===== src/rtl/curve448_pkg.sv =====
// curve448_pkg: shared widths, host FSM states and word slicing helper
package curve448_pkg;
   localparam int WORD_W     = 56;
   localparam int NUM_WORDS  = 8;
   localparam int BIT_NUMBER = 448;
   localparam int VEC_W      = WORD_W * NUM_WORDS;

   typedef enum logic [2:0] {IDLE, CLR, LOAD, WAIT, COLLECT, DONE, FAIL} state_t;

   function automatic logic [WORD_W-1:0] word_sel(input logic [VEC_W-1:0] v, input logic [2:0] idx);
      return v[int'(idx)*WORD_W +: WORD_W];
   endfunction
endpackage


===== src/rtl/curve448_word_deser.sv =====
// curve448_word_deser: 8x56 shadow capture register with indexed load and clear
module curve448_word_deser
   import curve448_pkg::*;
(
   input  logic              clk,
   input  logic              reset,
   input  logic              clr,
   input  logic              load,
   input  logic [2:0]        idx,
   input  logic [WORD_W-1:0] din,
   output logic [VEC_W-1:0]  words_next
);
   logic [VEC_W-1:0] words_d, words_q;

   // next shadow contents, including the word being captured this cycle
   always_comb begin
      words_d = words_q;
      if (clr) words_d = '0;
      else if (load) words_d[int'(idx)*WORD_W +: WORD_W] = din;
   end

   // shadow storage, wiped by reset
   always_ff @(posedge clk or negedge reset) begin
      if (!reset) words_q <= '0;
      else words_q <= words_d;
   end

   assign words_next = words_d;
endmodule


===== src/rtl/curve448_bus_host.sv =====
// curve448_bus_host: serialises scalar/u onto the ladder iterator bus and collects its 448-bit result
module curve448_bus_host
   import curve448_pkg::*;
#(
   parameter int TIMEOUT = 2000000
) (
   input  logic              clk,
   input  logic              reset,
   input  logic              start,
   input  logic [VEC_W-1:0]  scalar,
   input  logic [VEC_W-1:0]  u_in,
   output logic              busy,
   output logic [VEC_W-1:0]  result,
   output logic              result_valid,
   output logic              result_error,
   output logic              it_enable,
   output logic              it_reset,
   output logic [WORD_W-1:0] it_bus_input,
   output logic [8:0]        it_bit_number,
   input  logic [WORD_W-1:0] it_bus_output,
   input  logic              it_done,
   input  logic              it_error
);
   localparam int TW = $clog2(TIMEOUT + 1);

   state_t            state_q, state_d;
   logic [3:0]        cnt_q, cnt_d, cnt_inc;
   logic [TW-1:0]     tmo_q, tmo_d;
   logic [VEC_W-1:0]  scalar_q, scalar_d, u_q, u_d, result_q, result_d, shadow_next;
   logic [WORD_W-1:0] bus_q, bus_d;
   logic              busy_q, busy_d, valid_q, valid_d, error_q, error_d;
   logic              en_q, en_d, itrst_q, itrst_d;
   logic              des_clr, des_load;
   logic [2:0]        des_idx;

   assign cnt_inc = cnt_q + 4'd1;

   curve448_word_deser u_deser (
      .clk       (clk),
      .reset     (reset),
      .clr       (des_clr),
      .load      (des_load),
      .idx       (des_idx),
      .din       (it_bus_output),
      .words_next(shadow_next)
   );

   // next state, operand mux and registered output values for the state being entered
   always_comb begin
      state_d  = state_q;
      cnt_d    = cnt_q;
      tmo_d    = tmo_q;
      scalar_d = scalar_q;
      u_d      = u_q;
      result_d = result_q;
      bus_d    = '0;
      des_clr  = 1'b0;
      des_load = 1'b0;
      des_idx  = cnt_q[2:0];
      case (state_q)
         IDLE: if (start) begin
            state_d  = CLR;
            scalar_d = scalar;
            u_d      = u_in;
         end
         CLR: begin
            state_d = LOAD;
            cnt_d   = '0;
            des_clr = 1'b1;
            bus_d   = word_sel(scalar_q, 3'd0);
         end
         LOAD: if (cnt_q == 4'd15) begin
            state_d = WAIT;
            tmo_d   = '0;
         end else begin
            cnt_d = cnt_inc;
            bus_d = cnt_inc[3] ? word_sel(u_q, cnt_inc[2:0]) : word_sel(scalar_q, cnt_inc[2:0]);
         end
         WAIT: if (it_error) state_d = FAIL;
         else if (it_done) begin
            state_d  = COLLECT;
            cnt_d    = 4'd1;
            des_load = 1'b1;
            des_idx  = 3'd0;
         end else if (tmo_q == TW'(TIMEOUT - 1)) state_d = FAIL;
         else tmo_d = tmo_q + TW'(1);
         COLLECT: if (it_error) state_d = FAIL;
         else begin
            des_load = 1'b1;
            if (cnt_q == 4'd7) begin
               state_d  = DONE;
               result_d = shadow_next;
            end else cnt_d = cnt_inc;
         end
         DONE:    state_d = IDLE;
         FAIL:    state_d = IDLE;
         default: state_d = IDLE;
      endcase
      busy_d  = state_d != IDLE;
      en_d    = state_d inside {LOAD, WAIT, COLLECT};
      itrst_d = state_d inside {IDLE, CLR};
      valid_d = state_d == DONE;
      error_d = state_d == FAIL;
   end

   // state and output registers, all returned to idle values by reset
   always_ff @(posedge clk or negedge reset) begin
      if (!reset) begin
         state_q  <= IDLE;
         cnt_q    <= '0;
         tmo_q    <= '0;
         scalar_q <= '0;
         u_q      <= '0;
         result_q <= '0;
         bus_q    <= '0;
         busy_q   <= 1'b0;
         valid_q  <= 1'b0;
         error_q  <= 1'b0;
         en_q     <= 1'b0;
         itrst_q  <= 1'b1;
      end else begin
         state_q  <= state_d;
         cnt_q    <= cnt_d;
         tmo_q    <= tmo_d;
         scalar_q <= scalar_d;
         u_q      <= u_d;
         result_q <= result_d;
         bus_q    <= bus_d;
         busy_q   <= busy_d;
         valid_q  <= valid_d;
         error_q  <= error_d;
         en_q     <= en_d;
         itrst_q  <= itrst_d;
      end
   end

   assign busy          = busy_q;
   assign result        = result_q;
   assign result_valid  = valid_q;
   assign result_error  = error_q;
   assign it_enable     = en_q;
   assign it_reset      = itrst_q;
   assign it_bus_input  = bus_q;
   assign it_bit_number = 9'(BIT_NUMBER);
endmodule


===== config.mk =====
export PLATFORM = sky130hd
export DESIGN_NAME = curve448_bus_host
export DESIGN_NICKNAME = d
export VERILOG_FILES = /design/src/rtl/curve448_pkg.sv /design/src/rtl/curve448_word_deser.sv /design/src/rtl/curve448_bus_host.sv
export SDC_FILE = /design/constraint.sdc
export NUM_CORES = 2
export LEC_CHECK = 0
export ABC_CLOCK_PERIOD_IN_PS = 12500
export BUFFER_PORTS_ARGS = -buffer_cell sky130_fd_sc_hd__buf_2
export CAP_MARGIN = 40
export CORE_UTILIZATION = 25
export DETAILED_ROUTE_END_ITERATION = 16
export HOLD_SLACK_MARGIN = 0.15
export PLACE_DENSITY = 0.47
export SLEW_MARGIN = 0
export SYNTH_ARGS = -nofsm -noshare
export SYNTH_HDL_FRONTEND = slang
export SYNTH_SLANG_ARGS = --single-unit

===== constraint.sdc =====
create_clock -name clk -period 12.5 [get_ports clk]
set_input_delay 0 -clock clk [delete_from_list [all_inputs] [get_ports clk]]
set_output_delay 0 -clock clk [all_outputs]
set_load 0.02 [all_outputs]

## Yosys cells after proc, flatten, opt, wreduce, memory -nomap -nowiden

Cells that the tools add are included.
W data, S select, Z words.

- Output and inout port bits: 518
- Logic and storage cells: 88
- Input bits: 957
- Bits in registers: 1881

- Multipliers: 2
- Add/sub/neg operators: 3
- Shift-type cells: 4
- Reductions and logical operators: 11
- Equal/unequal tests: 21
- Multiplexer cells: 33
- Bitwise operators: 1

Operators by type and width:

| kind | count |
|---|---|
| $mux W448 | 2 |
| $bwmux W448 | 1 |
| $shift A56 B33 Y448 const A | 1 |
| $shiftx A448 B10 Y56 | 1 |
| $shiftx A448 B32 Y56 | 1 |
| $shiftx A56 B33 Y448 | 1 |
| $mux W56 | 2 |
| $pmux W56 S2 | 1 |
| $mux W21 | 4 |
| $pmux W21 S2 | 1 |
| $neg A32 Y33 | 1 |
| $mux W3 | 10 |
| $add A21 B1 Y21 const B | 1 |
| $eq A21 B21 Y1 const B | 1 |
| $mux W4 | 5 |
| $ne A2 B2 Y1 const B | 8 |
| $pmux W4 S4 | 1 |
| $pmux W3 S5 | 1 |
| $eq A3 B2 Y1 const B | 4 |
| $eq A3 B3 Y1 const B | 4 |
| $mul A3 B3 Y6 const B | 2 |
| $eq A3 B1 Y1 const B | 2 |
| $logic_not A3 Y1 | 2 |
| $reduce_and A6 Y1 | 1 |
| 12 further kinds | 17 |

## Logic depth before layout (Yosys ltp)

- Depth in word-level cells: 9
- Depth in mapped cells: 29

## Modules after synthesis

A second synthesis with hierarchy kept.

- Cells, all modules: 6838
- Area, all modules: 85868.6 sq um

Modules (own cells, without submodules):

| module | area an instance (sq um) | cells each | times used |
|---|---|---|---|
| curve448_bus_host | 61203.7 | 4226 | 1 |
| curve448_word_deser | 24664.9 | 2612 | 1 |

## Worst setup path after synthesis

No wires, ideal clock.

- Path type: register -> register
- Start point: reg state_q[0]
- End point: reg u_deser.words_q[24]
- Setup time: 0.077 ns
- Arrival: 5.547 ns
- Stages on the path, launching flop included: 30
- Slack: 6.875 ns
- Path buffers: 10
- Data required time: 12.422 ns
- Path through: dfrtp_1 buf_2 and3b_1 buf_4 a21oi_4 inv_2 buf_4 buf_4 buf_2 buf_2 fa_1 inv_1 ha_1 inv_1 fa_1 nor2b_1 nand2_1 buf_2 clkbuf_1 nor2_1 ha_1 nor2b_1 nand4_1 nor4_1 o2bb2ai_1 and2_1 clkbuf_1 buf_2 o21ai_0 a21oi_1

- Cells in the longest elaborated chain, start to end: 8
- Elaborated cells on any way between the ends: 13
- Those cells by class: 1 x add/sub; 1 x mul; 3 x eq/ne; 2 x shift; 6 x mux

Ends and longest elaborated chain:

| what | RTL line | RTL |
|---|---|---|
| start, declared | curve448_bus_host.sv:26 | `state_t state_q, state_d;` |
| start signal, assigned | curve448_bus_host.sv:122 | `state_q <= state_d;` |
| $eq A3 B2 Y1 | curve448_bus_host.sv:60 | `case (state_q)` |
| $mux W3 | curve448_bus_host.sv:60 |  |
| $mul A3 B3 Y6 | curve448_word_deser.sv:19 | `else if (load) words_d[int'(idx)*WORD_W +: WORD_W] = din;` |
| $neg A32 Y33 | curve448_word_deser.sv:19 |  |
| $shiftx A56 B33 Y448 or $shift A56 B33 Y448 (tied branches) | curve448_word_deser.sv:19 |  |
| $bwmux W448 | curve448_word_deser.sv:19 |  |
| $mux W448 | curve448_word_deser.sv:19 |  |
| $mux W448 (*) | curve448_word_deser.sv:18 | `if (clr) words_d = '0;` |
| net shadow_next[24] | curve448_bus_host.sv:29 | `logic [VEC_W-1:0] scalar_q, scalar_d, u_q, u_d, result_q, result_d, shadow_next;` |
| end signal, assigned | curve448_word_deser.sv:25 | `else words_q <= words_d;` |
| end, declared | curve448_word_deser.sv:13 | `logic [VEC_W-1:0] words_d, words_q;` |

The timed path passes the listed nets; every way through them passes the cells marked *.
A chain may end at the register's enable or synchronous reset.

## Worst setup path after layout

- Start point: reg state_q[0]
- End point: reg result_q[294] (netlist: result[294])

- Cells in the longest elaborated chain, start to end: 8
- Elaborated cells on any way between the ends: 14
- Those cells by class: 1 x add/sub; 1 x mul; 3 x eq/ne; 2 x shift; 6 x mux; 1 x reduce/logical

Ends and longest elaborated chain:

| what | RTL line | RTL |
|---|---|---|
| $eq A3 B2 Y1 | curve448_bus_host.sv:60 |  |
| $mux W3 | curve448_bus_host.sv:60 |  |
| $mul A3 B3 Y6 | curve448_word_deser.sv:19 |  |
| $neg A32 Y33 | curve448_word_deser.sv:19 |  |
| $shiftx A56 B33 Y448 or $shift A56 B33 Y448 (tied branches) | curve448_word_deser.sv:19 |  |
| $bwmux W448 | curve448_word_deser.sv:19 |  |
| $mux W448 | curve448_word_deser.sv:19 |  |
| $mux W448 (*) | curve448_word_deser.sv:18 |  |
| net shadow_next[294] | curve448_bus_host.sv:29 |  |
| end signal, assigned | curve448_bus_host.sv:127 | `result_q <= result_d;` |
| end, declared | curve448_bus_host.sv:29 |  |

Marks and branches as above.

==> results.yml <==
status:
  status: "finished, final reports clean"
synth:
  synth_cells: 7238
  synth-seq-area-share_pct: 55.7
  synth_seq_cells: 1881
  synth-compound-area-share_pct: 10.6
  synth_common_cells: "dfrtp_1 (1880), mux2_2 (937), nand2_1 (766), mux2i_1 (614), nor2_1 (610)"
  synth_largest_area_cell: "dfrtp_1"
  synth_warnings: 0
  synth_top_area_share_pct: 55.6
  async_flop_share_pct: 100
  muxShareOfSynthArea_pct: 21.3
  yosys.area_share.simple_pct: 8.89
  netlist_area_sq_mm: 0.0846
  synth_cell_types: 104
  synth_xor_area_share_pct: 0.219
  ys.flop_type: "dfrtp_1"
  synth_area_leaders: "dfrtp_1 (56%), mux2_2 (12%), mux2i_1 (7.3%), nand2_1 (3.4%), nor2_1 (2.7%)"
  synth.most_common_cell: "dfrtp_1"
  synth_edf_count: 0
  synth_area_per_cell_sq_um: 11.7
  synth_top_family_by_area: "multiplexers"
  synthAdderAreaFrac_pct: 0.249
setup_path:
  ff2ff_setup_slack_ns: 4.68
  worstPathArrival_ns: 8.64
  crit_type: "reg -> reg"
  worstPathRequired_ns: 13.33
  rr_endpoint: "result[294]"
  endpoint_kind: "flip-flop"
  r2r-start: "state_q[0]"
  worst-path-max-fanout: 28
  ff2ff_path_depth: 19
  cp-start-kind: "flip-flop"
sta:
  relSlewSlack_pct: 21.3
  slew_viol_final: 0
  finClkSkew_ns: 0.0511
  setup_tns_ns: 0
  setup_viol: 0
  finalHoldViolCount: 0
  rsz0062_at_grt: "no"
  tightest_slew_ns: 1.18
  min_period_ns: 7.82
  clock.fmax_ghz: 0.128
  period_share_pct: 62.5
clocking:
  cts_made_buffers: 223
  cts_root_buf: "clkbuf_16"
  htreeDepth: 4
  worst_skew_pair.late_latency_ns: 0.91
  clk_path_buf_depth: 4
  cts-resized-gates: 0
  cts.reportedPaths.clkPinSlew_ns: 0.06
  cts_sinks: 1881
  cts_tree: "yes"
cells_and_area:
  multi_input_area_sq_mm: 0.0352
  layout.nets: 11400
  seq_area_sq_mm: 0.0471
  drive_gt1_share_pct: 29.4
  area_delta_synth_final_pct: 47.1
  final_core_util_pct: 37.0
  nFillCells: 33300
pwr:
  p_leak_nw: 56.8
  peakVddDrop_v: 0.000250
  clockPowerShare_pct: 23.3
  switchingPower_mw: 12.5
  p_seq_share_pct: 31.5
  cellPowerDensity_mw_per_mm2: 235
  intPower_mw: 16.8
  combinationalPowerShare_pct: 45.2
  sw_frac_of_total_pct: 42.5
routing:
  drtIter0Drc: 5695
  avgViaCountPerCell: 4.90
  wire_per_inst_um: 28.5
  drtPass1Iterations: 6
  vias: 74900
  ant_nets: 0
  routed_wl_mm: 435
  drc_errors: 0
floorplan:
  rows: 213
  core_region_area_sq_mm: 0.337
  start_util_pct: 25.1
  die-area_sq_mm: 0.341
  num_io_pins: 1475
  dieWidth_um: 584
  die_h_um: 584
worst_hold_path:
  whs_endpoint: "state_q[2]"
  min_delay_path_depth: 4
  hp-start: "it_done"
  hp-class: "in -> reg"
global_route:
  first_global_vias: 76900
  antenna_found_initial: 220
  grt_pass1_wl_mm: 603
  overflow: 0
  grt_max_degree: 195
  gr-usage-all-layers_pct: 24.9
flow_run:
  maxCapViolations: 0
placement:
  port-buffer-count: 1465
  hpwlAfterDp_mm: 318
  gp_congestion: 0.936
through the flow:
stage	hold slack, ns	instance area (sq um)	std cells	setup slack [ns]	power [mW]
after global routing	0.346	124000	15200	4.33	30.4
after detailed placement	0.168	97400	12800	5.03	21.8
after CTS	0.220	124000	15100	4.77	29.3
after floorplan	-0.296	84600	7245	6.88	15.9
final	0.303	124000	15300	4.68	29.3
after global placement	0.157	96600	12800	4.89	21.4
registers in the layout, indices dropped and copies added, names as in the netlist:
signal           flops
scalar_q           448
result_valid         1
state_q              3
u_deser.words_q    448
busy                 1
result_error         1
it_enable            1
it_reset             1
it_bus_input        56
result             448
tmo_q               21
u_q                448
cnt_q                4
power groups by stage:
| stage | Clock (mW) | Combinational, mW | Sequential, mW |
|---|---|---|---|
| floorplan | 0 | 7.04 | 8.82 |
| global placement | 0 | 12.2 | 9.22 |
| finish | 6.83 | 13.2 | 9.23 |
| detailed placement | 0 | 12.5 | 9.28 |
| CTS | 6.98 | 13.1 | 9.19 |
| global route | 7.21 | 13.8 | 9.41 |
cell usage in the layout, fill, tap and decap left out, drive strengths merged, types with 88 or more instances in the layout:
cell type	n
mux2i	614
clkbuf	336
dlygate4sd3	1902
diode	136
mux2	937
nor2	625
nor3	88
a22o	97
buf	1666
a21oi	273
nand3	123
dfrtp	1880
o21ai	361
nand2	774
o211ai	100
metal layers:
metal / vias up / track usage (%) / share of wire, %
met2: 3058 / 41.7 / 48
met4: 86 / 12.3 / 5.6
met3: 931 / 5.96 / 7.2
li1: 32600 / - / -
met1: 38200 / 29.7 / 39
met5: - / 0 / 0.12
worst max path at each step:
stage | slack, ns | end | start
2_1_floorplan | 6.88 | u_deser.words_q[24] | state_q[0]
3_3_place_gp | 4.89 | result[117] | state_q[0]
3_5_place_dp | 5.03 | result[123] | state_q[0]
4_1_cts | 4.77 | result[294] | state_q[0]
5_1_grt | 4.33 | result[294] | state_q[0]
6_report | 4.68 | result[294] | state_q[0]
worst max-delay path, cell delays in order (launching register included):
cell and delay [ns]:
dfrtp_1 0.65, and3b_1 0.80, nand2_1 0.31, and2_1 0.34, fa_1 0.49, inv_1 0.07, ha_1 0.17, a21o_1 0.12
a21o_1 0.11, buf_4 0.41, inv_2 0.34, ha_1 0.94, inv_1 0.34, nor3_1 0.52, nand2_1 0.43, nor2_2 0.59
a21oi_1 0.14, a21oi_1 0.18, dlygate4sd3_1 0.59, mux2_2 0.15
timing repair:
item,4_1_cts,5_1_grt
hold buffers,1903,0
hold endpoints to repair,1917,0
setup buffers,0,0
logic make-up (layout without fill, tap and decap cells):
kind of cell | count (synthesis) | count (layout)
AOI/OAI and AO/OA | 1336 | 1336
xor gates and xnor gates | 19 | 19
adders and majority gates | 15 | 15
buffers and inverters | 612 | 3997
DFF | 1881 | 1881
muxes | 1608 | 1608
other | 2 | 145
and+or+nand+nor | 1765 | 1765
final cells by class:
| class | count | share of cell area (%) |
|---|---|---|
| clock inverters | 68 | 0.739 |
| multi-input cells | 4752 | 28.3 |
| diodes | 136 | 0.274 |
| clock buffers | 336 | 5.37 |
| well taps | 4515 | 4.54 |
| flip-flops and latches | 1881 | 37.8 |
| inverters | 25 | 0.0885 |
| repair buffers | 3568 | 22.9 |
Note: power is estimated with default switching activity, not from simulation.
